File: config.mk
export PLATFORM = sky130hd
export DESIGN_NAME = if_prefetch_queue
export DESIGN_NICKNAME = d
export VERILOG_FILES = /design/src/rtl/if_pkg.sv /design/src/rtl/if_prefetch_queue_fifo.sv /design/src/rtl/if_prefetch_queue.sv
export SDC_FILE = /design/constraint.sdc
export NUM_CORES = 1
export LEC_CHECK = 0
export ABC_AREA = 1
export ABC_CLOCK_PERIOD_IN_PS = 14800
export CAP_MARGIN = 40
export CORE_MARGIN = 2
export CORE_UTILIZATION = 60
export DETAILED_ROUTE_END_ITERATION = 6
export PLACE_DENSITY = 0.87
export SLEW_MARGIN = 5
export SYNTH_ARGS = -nofsm -noshare
export SYNTH_HDL_FRONTEND = slang
export SYNTH_SLANG_ARGS = --single-unit
File: constraint.sdc
create_clock -name clk -period 14.8 [get_ports clk]
set_clock_uncertainty 0.1 [all_clocks]
set_input_delay 2.96 -clock clk [delete_from_list [all_inputs] [get_ports clk]]
set_output_delay 2.96 -clock clk [all_outputs]
set_load 0.1 [all_outputs]
File: src/rtl/if_pkg.sv
// Shared types and helpers for the instruction-fetch prefetch queue.
// Queue entries carry the fetch PC, the fetched word and an invalid-address flag.
package if_pkg;

    localparam int          IF_XLEN_MAX = 64;
    localparam logic [31:0] NOP_INSTR   = 32'h0000_0013;

    typedef struct packed {
        logic [IF_XLEN_MAX-1:0] pc;
        logic [31:0]            instr;
        logic                   inv_addr;
    } if_entry_t;

    // Ceiling log2 for sizing pointers, counters and address ports
    function automatic int if_clog2(input int n);
        int r;
        r = 0;
        for (int i = 0; i < 31; i++) begin
            if ((32'd1 << i) < 32'(n)) begin
                r = i + 1;
            end
        end
        return r;
    endfunction

endpackage

File: src/rtl/if_prefetch_queue_fifo.sv
// Generic power-of-two FIFO with single-cycle flush; pointers wrap naturally.
// Push into a full FIFO is dropped unless a pop frees the slot in the same cycle.
module sync_fifo_flush
    import if_pkg::*;
#(
    parameter int WIDTH = 8,
    parameter int DEPTH = 4
) (
    input  logic                        clk,
    input  logic                        rst,
    input  logic                        flush,
    input  logic                        push,
    input  logic [WIDTH-1:0]            push_data,
    input  logic                        pop,
    output logic [WIDTH-1:0]            head_data,
    output logic [if_clog2(DEPTH):0]    count
);

    localparam int PW = if_clog2(DEPTH);

    logic [WIDTH-1:0] mem_r [DEPTH];
    logic [PW-1:0]    wr_ptr_r;
    logic [PW-1:0]    rd_ptr_r;
    logic [PW:0]      count_r;
    logic             full_s;
    logic             pop_ok_s;
    logic             push_ok_s;

    // Qualify push/pop against occupancy so the pointers can never desynchronise
    always_comb begin
        full_s    = (count_r == (PW+1)'(DEPTH));
        pop_ok_s  = pop & (count_r != {(PW+1){1'b0}});
        push_ok_s = push & (~full_s | pop_ok_s);
    end

    // Pointer and occupancy update; flush empties the FIFO in one cycle
    always_ff @(posedge clk or posedge rst) begin
        if (rst) begin
            wr_ptr_r <= {PW{1'b0}};
            rd_ptr_r <= {PW{1'b0}};
            count_r  <= {(PW+1){1'b0}};
        end else if (flush) begin
            wr_ptr_r <= {PW{1'b0}};
            rd_ptr_r <= {PW{1'b0}};
            count_r  <= {(PW+1){1'b0}};
        end else begin
            if (push_ok_s) begin
                wr_ptr_r <= wr_ptr_r + PW'(1'b1);
            end
            if (pop_ok_s) begin
                rd_ptr_r <= rd_ptr_r + PW'(1'b1);
            end
            case ({push_ok_s, pop_ok_s})
                2'b10:   count_r <= count_r + (PW+1)'(1'b1);
                2'b01:   count_r <= count_r - (PW+1)'(1'b1);
                default: count_r <= count_r;
            endcase
        end
    end

    // Entry storage; contents are don't-care until written, so no reset is needed
    always_ff @(posedge clk) begin
        if (push_ok_s && !flush) begin
            mem_r[wr_ptr_r] <= push_data;
        end
    end

    assign head_data = mem_r[rd_ptr_r];
    assign count     = count_r;

endmodule

File: src/rtl/if_prefetch_queue.sv
// Fetch front end: PC generation, synchronous imem issue, one in-flight slot and
// a DEPTH-entry prefetch queue feeding decode, with one-cycle redirect flush.
module if_prefetch_queue
    import if_pkg::*;
#(
    parameter int               XLEN       = 64,
    parameter int               DEPTH      = 4,
    parameter int               IMEM_WORDS = 1024,
    parameter logic [XLEN-1:0]  RESET_PC   = {XLEN{1'b0}}
) (
    input  logic                              clk,
    input  logic                              rst,
    input  logic                              redirect_valid,
    input  logic [XLEN-1:0]                   redirect_pc,
    output logic                              imem_req,
    output logic [if_clog2(IMEM_WORDS)-1:0]   imem_addr,
    input  logic [31:0]                       imem_rdata,
    output logic                              id_valid,
    input  logic                              id_ready,
    output logic [XLEN-1:0]                   id_pc,
    output logic [31:0]                       id_instr,
    output logic                              id_inv_addr,
    output logic [XLEN-1:0]                   fetch_pc,
    output logic [if_clog2(DEPTH):0]          count
);

    localparam int AW = if_clog2(IMEM_WORDS);
    localparam int CW = if_clog2(DEPTH) + 1;

    logic [XLEN-1:0] fetch_pc_r;
    logic            infl_valid_r;
    logic [XLEN-1:0] infl_pc_r;
    logic            infl_inv_r;
    logic            halted_r;

    logic [CW-1:0]   count_s;
    logic            pop_s;
    logic            push_s;
    logic            pc_inv_s;
    logic            credit_ok_s;
    logic            issue_s;
    logic [CW:0]     credit_used_s;
    logic [CW:0]     credit_limit_s;
    if_entry_t       push_entry_s;
    if_entry_t       head_entry_s;

    // Issue decision: in-flight fetch reserves a slot so the queue can never overflow
    always_comb begin
        pop_s          = (count_s != {CW{1'b0}}) & id_ready;
        pc_inv_s       = (fetch_pc_r[1:0] != 2'b00) ||
                         (fetch_pc_r[XLEN-1:2] >= (XLEN-2)'(IMEM_WORDS));
        credit_used_s  = {1'b0, count_s} + {{CW{1'b0}}, infl_valid_r};
        credit_limit_s = (CW+1)'(DEPTH) + {{CW{1'b0}}, pop_s};
        credit_ok_s    = (credit_used_s < credit_limit_s);
        issue_s        = credit_ok_s & ~redirect_valid & ~halted_r & ~rst;
        push_s         = infl_valid_r & ~redirect_valid;
    end

    // Build the queue entry; a bad PC becomes a NOP tagged for a later fault
    always_comb begin
        push_entry_s          = {$bits(if_entry_t){1'b0}};
        push_entry_s.pc       = IF_XLEN_MAX'(infl_pc_r);
        push_entry_s.inv_addr = infl_inv_r;
        if (infl_inv_r) begin
            push_entry_s.instr = NOP_INSTR;
        end else begin
            push_entry_s.instr = imem_rdata;
        end
    end

    // PC, in-flight slot and halt flag; redirect overrides everything else
    always_ff @(posedge clk or posedge rst) begin
        if (rst) begin
            fetch_pc_r   <= RESET_PC;
            infl_valid_r <= 1'b0;
            infl_pc_r    <= {XLEN{1'b0}};
            infl_inv_r   <= 1'b0;
            halted_r     <= 1'b0;
        end else if (redirect_valid) begin
            fetch_pc_r   <= redirect_pc;
            infl_valid_r <= 1'b0;
            infl_inv_r   <= 1'b0;
            halted_r     <= 1'b0;
        end else begin
            infl_valid_r <= issue_s;
            if (issue_s) begin
                infl_pc_r  <= fetch_pc_r;
                infl_inv_r <= pc_inv_s;
                if (pc_inv_s) begin
                    halted_r <= 1'b1;
                end else begin
                    fetch_pc_r <= fetch_pc_r + XLEN'(3'd4);
                end
            end
        end
    end

    sync_fifo_flush #(
        .WIDTH ($bits(if_entry_t)),
        .DEPTH (DEPTH)
    ) u_fifo (
        .clk       (clk),
        .rst       (rst),
        .flush     (redirect_valid),
        .push      (push_s),
        .push_data (push_entry_s),
        .pop       (pop_s),
        .head_data (head_entry_s),
        .count     (count_s)
    );

    // Head presentation; an empty queue shows an all-zero bubble
    always_comb begin
        if (count_s != {CW{1'b0}}) begin
            id_valid    = 1'b1;
            id_pc       = head_entry_s.pc[XLEN-1:0];
            id_instr    = head_entry_s.instr;
            id_inv_addr = head_entry_s.inv_addr;
        end else begin
            id_valid    = 1'b0;
            id_pc       = {XLEN{1'b0}};
            id_instr    = 32'h0000_0000;
            id_inv_addr = 1'b0;
        end
    end

    assign imem_req  = issue_s & ~pc_inv_s;
    assign imem_addr = fetch_pc_r[AW+1:2];
    assign fetch_pc  = fetch_pc_r;
    assign count     = count_s;

endmodule

==> flow_summary.yaml, run 1 <==
run_status:
  outcome: "finished, final reports clean"
setup_path:
  crit_path_end_kind: "output port"
  critPathMaxFanout: 49
  cpMostUsedCell: "clkdlybuf4s50_1"
  critPathKind: "input pin to output port"
  cp-start-kind: "input pin"
  path_cells: "clkdlybuf4s50_1, inv_6, nand4_1, a21oi_4, buf_4, nand3_2, inv_1, clkdlybuf4s50_1, buf_8"
  cp.required_ps: 11740
  crit_arrival_ps: 5690
  critical_path.slowest_cell: "buf_4"
  cpPeakStageDelay_ps: 540
cells_and_area:
  fillers: 1544
  register_area_um2: 15110
  fin_nets: 2470
  multi_input_area_um2: 5358
  final_cells: 2861
  drive_above_1_share_pct: 12.54
  area_growth_pct: 36.95
clocking:
  hold_buffers: 0
  cts_tree: "done"
  cts_resized: 0
  htreeDepth: 2
  numClockSinks: 526
  clk_latency_ps: 560
  numCtsBuffers: 49
  postCtsSetupBuffers: 0
  root_buffer: "clkbuf_16"
  cts_buffer_depth: 3
  clkTransAtPathRegs_ps: 60
synthesis:
  synth_edf_count: 388
  yosys.area.top_type_share_pct: 54.72
  ys_top_cells_by_area: "edfxtp_1 (55%), dfrtp_1 (16%), nor2_1 (8.3%)"
  synth.largest_area_cell: "edfxtp_1"
  ys_seq_area_share_pct: 70.94
  syn_inst: 1959
  avgSynthCellArea_um2: 10.87
  synth.distinct_cells: 26
  post-synth-top-count-cell: "nor2_1"
  synthArstFlopShare_pct: 26.24
  synth_ff_type: "edfxtp_1"
  syn_area_um2: 21290
  ys_seq_elements: 526
  yosysWarnings: 0
  synth_common_cells: "nor2_1 (471), edfxtp_1 (388), nand2_1 (321)"
  syn_nets: 2068
floorplan:
  die_w_um: 192.4
  start_util_pct: 61.33
  core_region_area_um2: 34710
  dieArea_um2: 37010
  io_pins: 276
  row_count: 68
  die_y_um: 192.4
timing:
  fmax_mhz: 114.3
  setup_viol_count_final: 0
  fin_tns_setup_ps: 0
  hold_violations: 0
  maxSlewViolCount: 0
  worst_pin_slew_ps: 981.8
  min_period_over_period_pct: 59.10
  layout_min_cycle_time_ps: 8746
  rsz0062_at_grt: "false"
  maxSlewHeadroom_pct: 34.55
power_and_ir_drop:
  p_leak_nw: 11.58
  powerDensity_nw_per_um2: 228.4
  peakVddDrop_v: 0.0002831
  p_total_mw: 6.660
placement:
  place_hpwl_um: 37090
  portBuffers: 275
  placed_cells: 2764
  globalplace.congestion: 0.8188
global_routing:
  grt_max_degree: 101
  antenna_found_initial: 3
  grt_pass1_wl_um: 97810
  grt-ovfl-total: 0
  grt_use_total_pct: 35.12
  grt_pass1_vias: 17900
drt:
  wirelength_um: 64040
  drtIter0Drc: 2113
  via_count: 17220
  antenna_left: 0
  wl_per_cell_um: 22.38
  drc: 0
  via_per_inst: 6.018
  dr.pass1.iters: 5
job:
  maxCapViolCount: 0
worst_hold_path:
  hold_class: "flip-flop to flip-flop"
## sequential cells by signal (all words and copies together) (netlist names)
| signal | cells |
|---|---|
| infl_pc_r | 64 |
| infl_inv_r | 1 |
| fetch_pc | 64 |
| u_fifo.mem_r | 388 |
| halted_r | 1 |
| infl_valid_r | 1 |
| u_fifo.count | 3 |
| u_fifo.rd_ptr_r | 2 |
| u_fifo.wr_ptr_r | 2 |
## layout make-up
cell class,instances,area share [%]
Timing Repair Buffer,479,21.21
Antenna cell,5,0.04291
Clock buffer,77,5.162
Multi-Input combinational cell,1235,18.37
Sequential cell,526,51.83
Tap cell,455,1.952
Clock inverter,14,0.4806
Inverter,70,0.9526
## per-layer routing
metal | global-route usage [%] | wire length [µm] | vias up
met1 | 40.70 | 21400 | 8289
met5 | 0 | 13 | -
li1 | - | - | 7396
met4 | 18.26 | 3191 | 2
met2 | 61.76 | 33080 | 1264
met3 | 7.292 | 6347 | 267
## cell usage in the layout, fill, tap and decap left out, types with 2 or more instances in the layout
cell	instances
nor2_1	467
edfxtp_1	388
nand2_1	321
clkdlybuf4s50_1	274
o21ai_0	213
buf_8	140
dfrtp_1	136
a21oi_1	105
nand3_1	84
inv_1	63
clkbuf_16	52
buf_16	42
buf_4	21
clkbuf_1	14
o21ai_1	12
clkbuf_8	11
clkinv_2	10
ha_1	8
diode_2	5
xor2_1	5
nand4_1	4
nor2_4	4
inv_4	3
or2_2	3
nand3_2	2
xnor2_1	2
bufinv_16	2
dfrtp_4	2
## final timing paths
path                       slack [ps]  depth (start not counted)                        start                       endpoint
setup / recovery                 6050                          9                          rst                       imem_req
hold / removal                    410                          0    infl_pc_r[50]$_DFFE_PP0P_  u_fifo.mem_r[0][83]$_DFFE_PP_
setup reg to reg                10930                         11  u_fifo.count[0]$_DFFE_PP0P_        fetch_pc[9]$_DFFE_PP0P_
hold reg to reg                   410                          0    infl_pc_r[50]$_DFFE_PP0P_  u_fifo.mem_r[0][83]$_DFFE_PP_
max in group asynchronous       10740                          4                          rst      infl_pc_r[19]$_DFFE_PP0P_
min in group asynchronous        2650                          2                          rst       fetch_pc[45]$_DFFE_PP0P_
## through the flow
stage / cell area [µm²] / util [%] / setup WS (ps) / hold WS (ps)
detailed placement: 27470 / 79.14 / 6071 / 395.7
finish: 29160 / 84.00 / 6054 / 411.8
floorplan: 21290 / - / 4252 / 376.3
global route: 29150 / 83.96 / 5918 / 422.7
global placement: 24220 / 69.78 / 5741 / 382.8
CTS: 29120 / 83.88 / 6038 / 411.0
## where the power goes
| group | total (mW) | internal [mW] | switching [mW] |
|---|---|---|---|
| sequential | 1.98 | 1.82 | 0.160 |
| clock | 1.26 | 0.736 | 0.528 |
| combinational | 3.41 | 1.15 | 2.26 |
## critical path: cells and delay by family
kind            cells  cell delay (ps)
compound gates      1              140
buf+inv             6             2120
simple gates        2              380
## cell families after synthesis
kind of cell    Yosys count  share of synthesized area (%)
buf+inv                 198                          4.031
fa+ha+maj                 9                         0.5642
simple gates            886                          16.27
compound gates          333                          7.904
flops                   526                          70.94
xor+xnor                  7                         0.2880
No activity file was read; power rests on OpenSTA's default activity.
==> run 2, diff against run 1 <==
- ABC_CLOCK_PERIOD_IN_PS: 14800 -> 7800
- CORE_UTILIZATION: 60 -> 50
- PLACE_DENSITY: 0.87 -> 0.77
- clock period: 14.8 -> 7.8 ns (I/O delays scaled with it)
==> run 2 against run 1 <==
  * Clock power up 100%
  * Combinational power up 89%
  * Core utilization down 14 points
  * Register-to-register slack worse by 6600 ps
  * Sequential share of layout area down 0.45 points
  * Cell count up 2.9%
  * First-iteration DRC count down 32%
  * Total power up 91%
  * Setup slack worse by 3800 ps
  * Flip-flop and latch count unchanged
  * Sequential power up 90%
  * Critical path type is now flip-flop to output port
==> flow_summary.yaml, run 2 (same netlist as run 1, synthesis figures left out) <==
run_status:
  outcome: "finished, final reports clean"
global_routing:
  grt_pass1_vias: 16620
  grt_pass1_wl_um: 91520
  antenna_found_initial: 1
  grt_use_total_pct: 27.07
  grt_max_degree: 82
  grt-ovfl-total: 0
setup_path:
  cp-start-kind: "flip-flop"
  cp.required_ps: 6140
  cpPeakStageDelay_ps: 740
  path_cells: "inv_4, buf_4, nor2_1, o21ai_0, a21oi_1, clkdlybuf4s50_1, buf_16"
  critPathMaxFanout: 56
  crit_path_end_kind: "output port"
  critPathKind: "flip-flop to output port"
  critical_path.slowest_cell: "buf_4"
  crit_arrival_ps: 3850
power_and_ir_drop:
  p_total_mw: 12.74
  p_leak_nw: 11.62
  peakVddDrop_v: 0.0004065
  powerDensity_nw_per_um2: 433.2
clocking:
  cts_tree: "done"
  clkTransAtPathRegs_ps: 60
  cts_resized: 0
  cts_buffer_depth: 3
  numCtsBuffers: 52
  clk_latency_ps: 600
  root_buffer: "clkbuf_16"
  htreeDepth: 2
  hold_buffers: 0
  numClockSinks: 526
  postCtsSetupBuffers: 0
timing:
  fmax_mhz: 181.5
  maxSlewViolCount: 0
  layout_min_cycle_time_ps: 5511
  worst_pin_slew_ps: 870.3
  fin_tns_setup_ps: 0
  rsz0062_at_grt: "false"
  setup_viol_count_final: 0
  min_period_over_period_pct: 70.65
  maxSlewHeadroom_pct: 41.98
  hold_violations: 0
floorplan:
  dieArea_um2: 44250
  die_w_um: 210.4
  start_util_pct: 50.76
  die_y_um: 210.4
  core_region_area_um2: 41950
  row_count: 75
  io_pins: 276
placement:
  place_hpwl_um: 36270
  portBuffers: 275
  placed_cell_area_um2: 27660
  placed_cells: 2845
  globalplace.congestion: 0.8365
cells_and_area:
  area_growth_pct: 38.15
  layout_commonest_cell: "nor2_1"
  register_area_um2: 15110
  drive_above_1_share_pct: 12.73
  final_cells: 2944
  largest_reg_flops: 388
  fin_nets: 2469
  largest-register: "u_fifo.mem_r"
  fillers: 2710
  final_cell_mix: "nor2_1 (467), edfxtp_1 (388), nand2_1 (321), clkdlybuf4s50_1 (273), o21ai_0 (213)"
  multi_input_area_um2: 5358
  fin_area_um2: 29410
drt:
  dr.pass1.iters: 7
  drtIter0Drc: 1445
  drc: 0
  wirelength_um: 59180
  via_count: 16130
  via_per_inst: 5.480
  wl_per_cell_um: 20.10
  antenna_left: 0
job:
  maxCapViolCount: 0
worst_hold_path:
  hold_class: "flip-flop to flip-flop"
-- run 2: layout make-up --
class,instances,area share (%)
Multi-Input combinational cell,1235,18.22
Inverter,70,0.9444
Sequential cell,526,51.38
Antenna cell,1,0.008508
Clock buffer,67,4.824
Timing Repair Buffer,475,21.22
Tap cell,539,2.293
Clock inverter,31,1.119
-- run 2: critical path: cells and delay by family (launching register included) --
kind	cells	cell delay, ps
buffers and inverters	4	2120
DFF	1	700
AOI/OAI and AO/OA	2	260
and+or+nand+nor	1	110
-- run 2: final timing paths --
path | startpoint | endpoint | slack (ps) | cells past startpoint
worst max-delay path | u_fifo.rd_ptr_r[1]$_DFFE_PP0P_ | id_pc[36] | 2290 | 7
worst min-delay path | infl_inv_r$_DFFE_PP0P_ | infl_inv_r$_DFFE_PP0P_ | 410 | 2
worst max register to register | u_fifo.count[0]$_DFFE_PP0P_ | fetch_pc[10]$_DFFE_PP0P_ | 4370 | 11
worst min register to register | infl_inv_r$_DFFE_PP0P_ | infl_inv_r$_DFFE_PP0P_ | 410 | 2
max in group asynchronous | rst | u_fifo.rd_ptr_r[1]$_DFFE_PP0P_ | 4770 | 3
min in group asynchronous | rst | fetch_pc[42]$_DFFE_PP0P_ | 1400 | 2
-- run 2: per-stage QoR --
| stage | util [%] | hold slack [ps] | setup slack, ps |
|---|---|---|---|
| 3_3_place_gp | 58.03 | 384.2 | 2189 |
| 2_1_floorplan | - | 376.3 | 52.26 |
| 6_report | 70.12 | 411.1 | 2289 |
| 3_5_place_dp | 65.95 | 394.0 | 2434 |
| 5_1_grt | 70.11 | 430.6 | 2177 |
| 4_1_cts | 70.11 | 412.5 | 2272 |
-- run 2: where the power goes --
group / internal (mW) / switching [mW]
logic: 2.24 / 4.21
clock network: 1.49 / 1.05
registers: 3.46 / 0.300
total: 7.19 / 5.55
-- run 2: routing by layer --
layer,GRT usage (%),share of wire (%),up-vias
met2,46.29,50,741
met4,12.08,3.7,2
met1,34.58,39,7864
met3,3.903,6.4,141
met5,0,0.022,-
li1,-,-,7386
==> run 3, diff against run 2 <==
- ABC_CLOCK_PERIOD_IN_PS: 7800 -> 4850
- clock period: 7.8 -> 4.85 ns (I/O delays scaled with it)
==> run 3 against run 2 <==
  * Cell count is 3.0% lower
  * Combinational power rose by 25%
  * Design area decreased by 7.1%
  * Die area is the same
  * Via count fell by 3.0%
  * Core utilization down 5.0 points
  * Sequential share of layout area grew 3.9 points
  * Non-clock buffer count is 89 lower
  * Critical path depth decreased by 1
  * Global-route usage down 1.6 points
  * Critical path type unchanged
  * Largest cell class unchanged
==> flow_summary.yaml, run 3 (same netlist as run 1, synthesis figures left out) <==
run_status:
  outcome: "finished, final reports clean"
power_and_ir_drop:
  powerDensity_nw_per_um2: 659.3
  p_int_mw: 9.532
  seq_power_share_pct: 33.5
  switching_power_mw: 8.487
  p_total_mw: 18.02
  pwr-share-comb_pct: 44.6
  p_leak_nw: 10.92
  peakVddDrop_v: 0.0005879
  clkPwrFrac_pct: 21.9
  p_sw_share_pct: 47.10
floorplan:
  die_y_um: 210.4
  start_util_pct: 50.76
  io_pins: 276
  dieArea_um2: 44250
  row_count: 75
  die_w_um: 210.4
  core_region_area_um2: 41950
clocking:
  cts_resized: 0
  cts_tree: "done"
  clk_latency_ps: 600
  root_buffer: "clkbuf_16"
  cts_buffer_depth: 3
  clkTransAtPathRegs_ps: 60
  numClockSinks: 526
  postCtsSetupBuffers: 0
  htreeDepth: 2
  numCtsBuffers: 52
  hold_buffers: 0
setup_path:
  startpoint: "u_fifo.rd_ptr_r[0]$_DFFE_PP0P_"
  crit_path_end_kind: "output port"
  critPathMaxFanout: 76
  rr_startpoint: "u_fifo.count[1]$_DFFE_PP0P_"
  critical_path.slowest_cell: "dfrtp_4"
  crit_arrival_ps: 3160
  cp-start-kind: "flip-flop"
  path_cells: "buf_4, nor2_1, nor2_1, o21ai_0, a21oi_1, buf_4"
  regToRegSetupSlack_ps: 1870
  cp.required_ps: 3780
  critPathKind: "flip-flop to output port"
  cpPeakStageDelay_ps: 780
job:
  maxCapViolCount: 0
timing:
  rsz0062_at_grt: "false"
  setup_viol_count_final: 0
  hold_violations: 0
  worst_slack_ps: 624.3
  fin_tns_setup_ps: 0
  layout_min_cycle_time_ps: 4226
  worst_hold_slack_ps: 409.8
  maxSlewHeadroom_pct: 43.29
  min_period_over_period_pct: 87.13
  worst_pin_slew_ps: 850.6
  fmax_mhz: 236.6
  maxSlewViolCount: 0
cells_and_area:
  fin_nets: 2380
  final_cell_mix: "nor2_1 (467), edfxtp_1 (388), nand2_1 (321), o21ai_0 (213), clkdlybuf4s50_1 (176)"
  largest-register: "u_fifo.mem_r"
  fin_area_um2: 27330
  drive_above_1_share_pct: 13.44
  layout_commonest_cell: "nor2_1"
  largest_reg_flops: 388
  final_cells: 2856
  fin_util_pct: 65.16
  area_growth_pct: 28.37
drt:
  antenna_left: 0
  wirelength_um: 56580
  wl_per_cell_um: 19.81
  via_count: 15650
  via_per_inst: 5.480
  drc: 0
  drtIter0Drc: 1603
  dr.pass1.iters: 6
global_routing:
  grt_pass1_vias: 15540
  grt_use_total_pct: 25.51
  grt_pass1_wl_um: 86290
  antenna_found_initial: 3
  grt_max_degree: 98
  grt-ovfl-total: 0
placement:
  placed_cell_area_um2: 25630
  pre_cts_slack_ps: 1289
  placed_cells: 2756
  portBuffers: 275
  globalplace.congestion: 0.8018
  place_hpwl_um: 34020
worst_hold_path:
  hold_path.startpoint: "infl_pc_r[57]$_DFFE_PP0P_"
  hold_class: "flip-flop to flip-flop"
-- run 3: cell types whose count changed in the layout (fill, tap and decap cells not counted), moves of 3 or more --
cell,before,now
buf_4,19,121
clkdlybuf4s50_1,273,176
buf_8,130,67
buf_16,49,14
buf_12,3,7
clkbuf_1,10,14
clkbuf_8,4,8
clkinvlp_4,7,3
bufinv_16,6,3
clkinv_8,0,3
-- run 3: path summary, 6_finish.rpt --
kind                       cells past startpoint                            end
setup / recovery                               6                       id_pc[9]
min in group asynchronous                      3         infl_inv_r$_DFFE_PP0P_
max in group asynchronous                      6        fetch_pc[9]$_DFFE_PP0P_
hold / removal                                 0  u_fifo.mem_r[0][90]$_DFFE_PP_
setup reg to reg                              11    u_fifo.count[2]$_DFFE_PP0P_
hold reg to reg                                0  u_fifo.mem_r[0][90]$_DFFE_PP_
-- run 3: final cells by class --
type	count	area, µm²
fillers	2981	14620
clock buffers	74	1464
clock inverters	23	234.0
multi-input cells	1235	5358
flip-flops and latches	526	15110
repair buffers	386	4207
well taps	539	674.4
inverters	70	275.3
diodes	3	7.507
-- run 3: metal layers --
layer	part of all wire (%)	vias up	wire [µm]	track usage [%]
met5	0.023	-	13	0
li1	-	7217	-	-
met1	40	7608	22550	33.74
met2	48	697	27290	41.63
met4	3.6	2	2019	10.22
met3	8.3	128	4704	5.274
-- run 3: power by group through the flow --
stage	Sequential [mW]	Combinational (mW)	Clock [mW]
after floorplan	6.39	5.51	0
after global placement	6.09	7.61	0
after detailed placement	6.13	8.01	0
after CTS	6.04	8.04	4.00
after global routing	6.11	8.35	4.19
final	6.04	8.03	3.95
-- run 3: worst max-delay path, delay by kind of cell (launching register included) --
| family | cells | cell delay, ps |
|---|---|---|
| buf+inv | 2 | 1080 |
| flops | 1 | 780 |
| compound gates | 2 | 360 |
| simple gates | 2 | 240 |
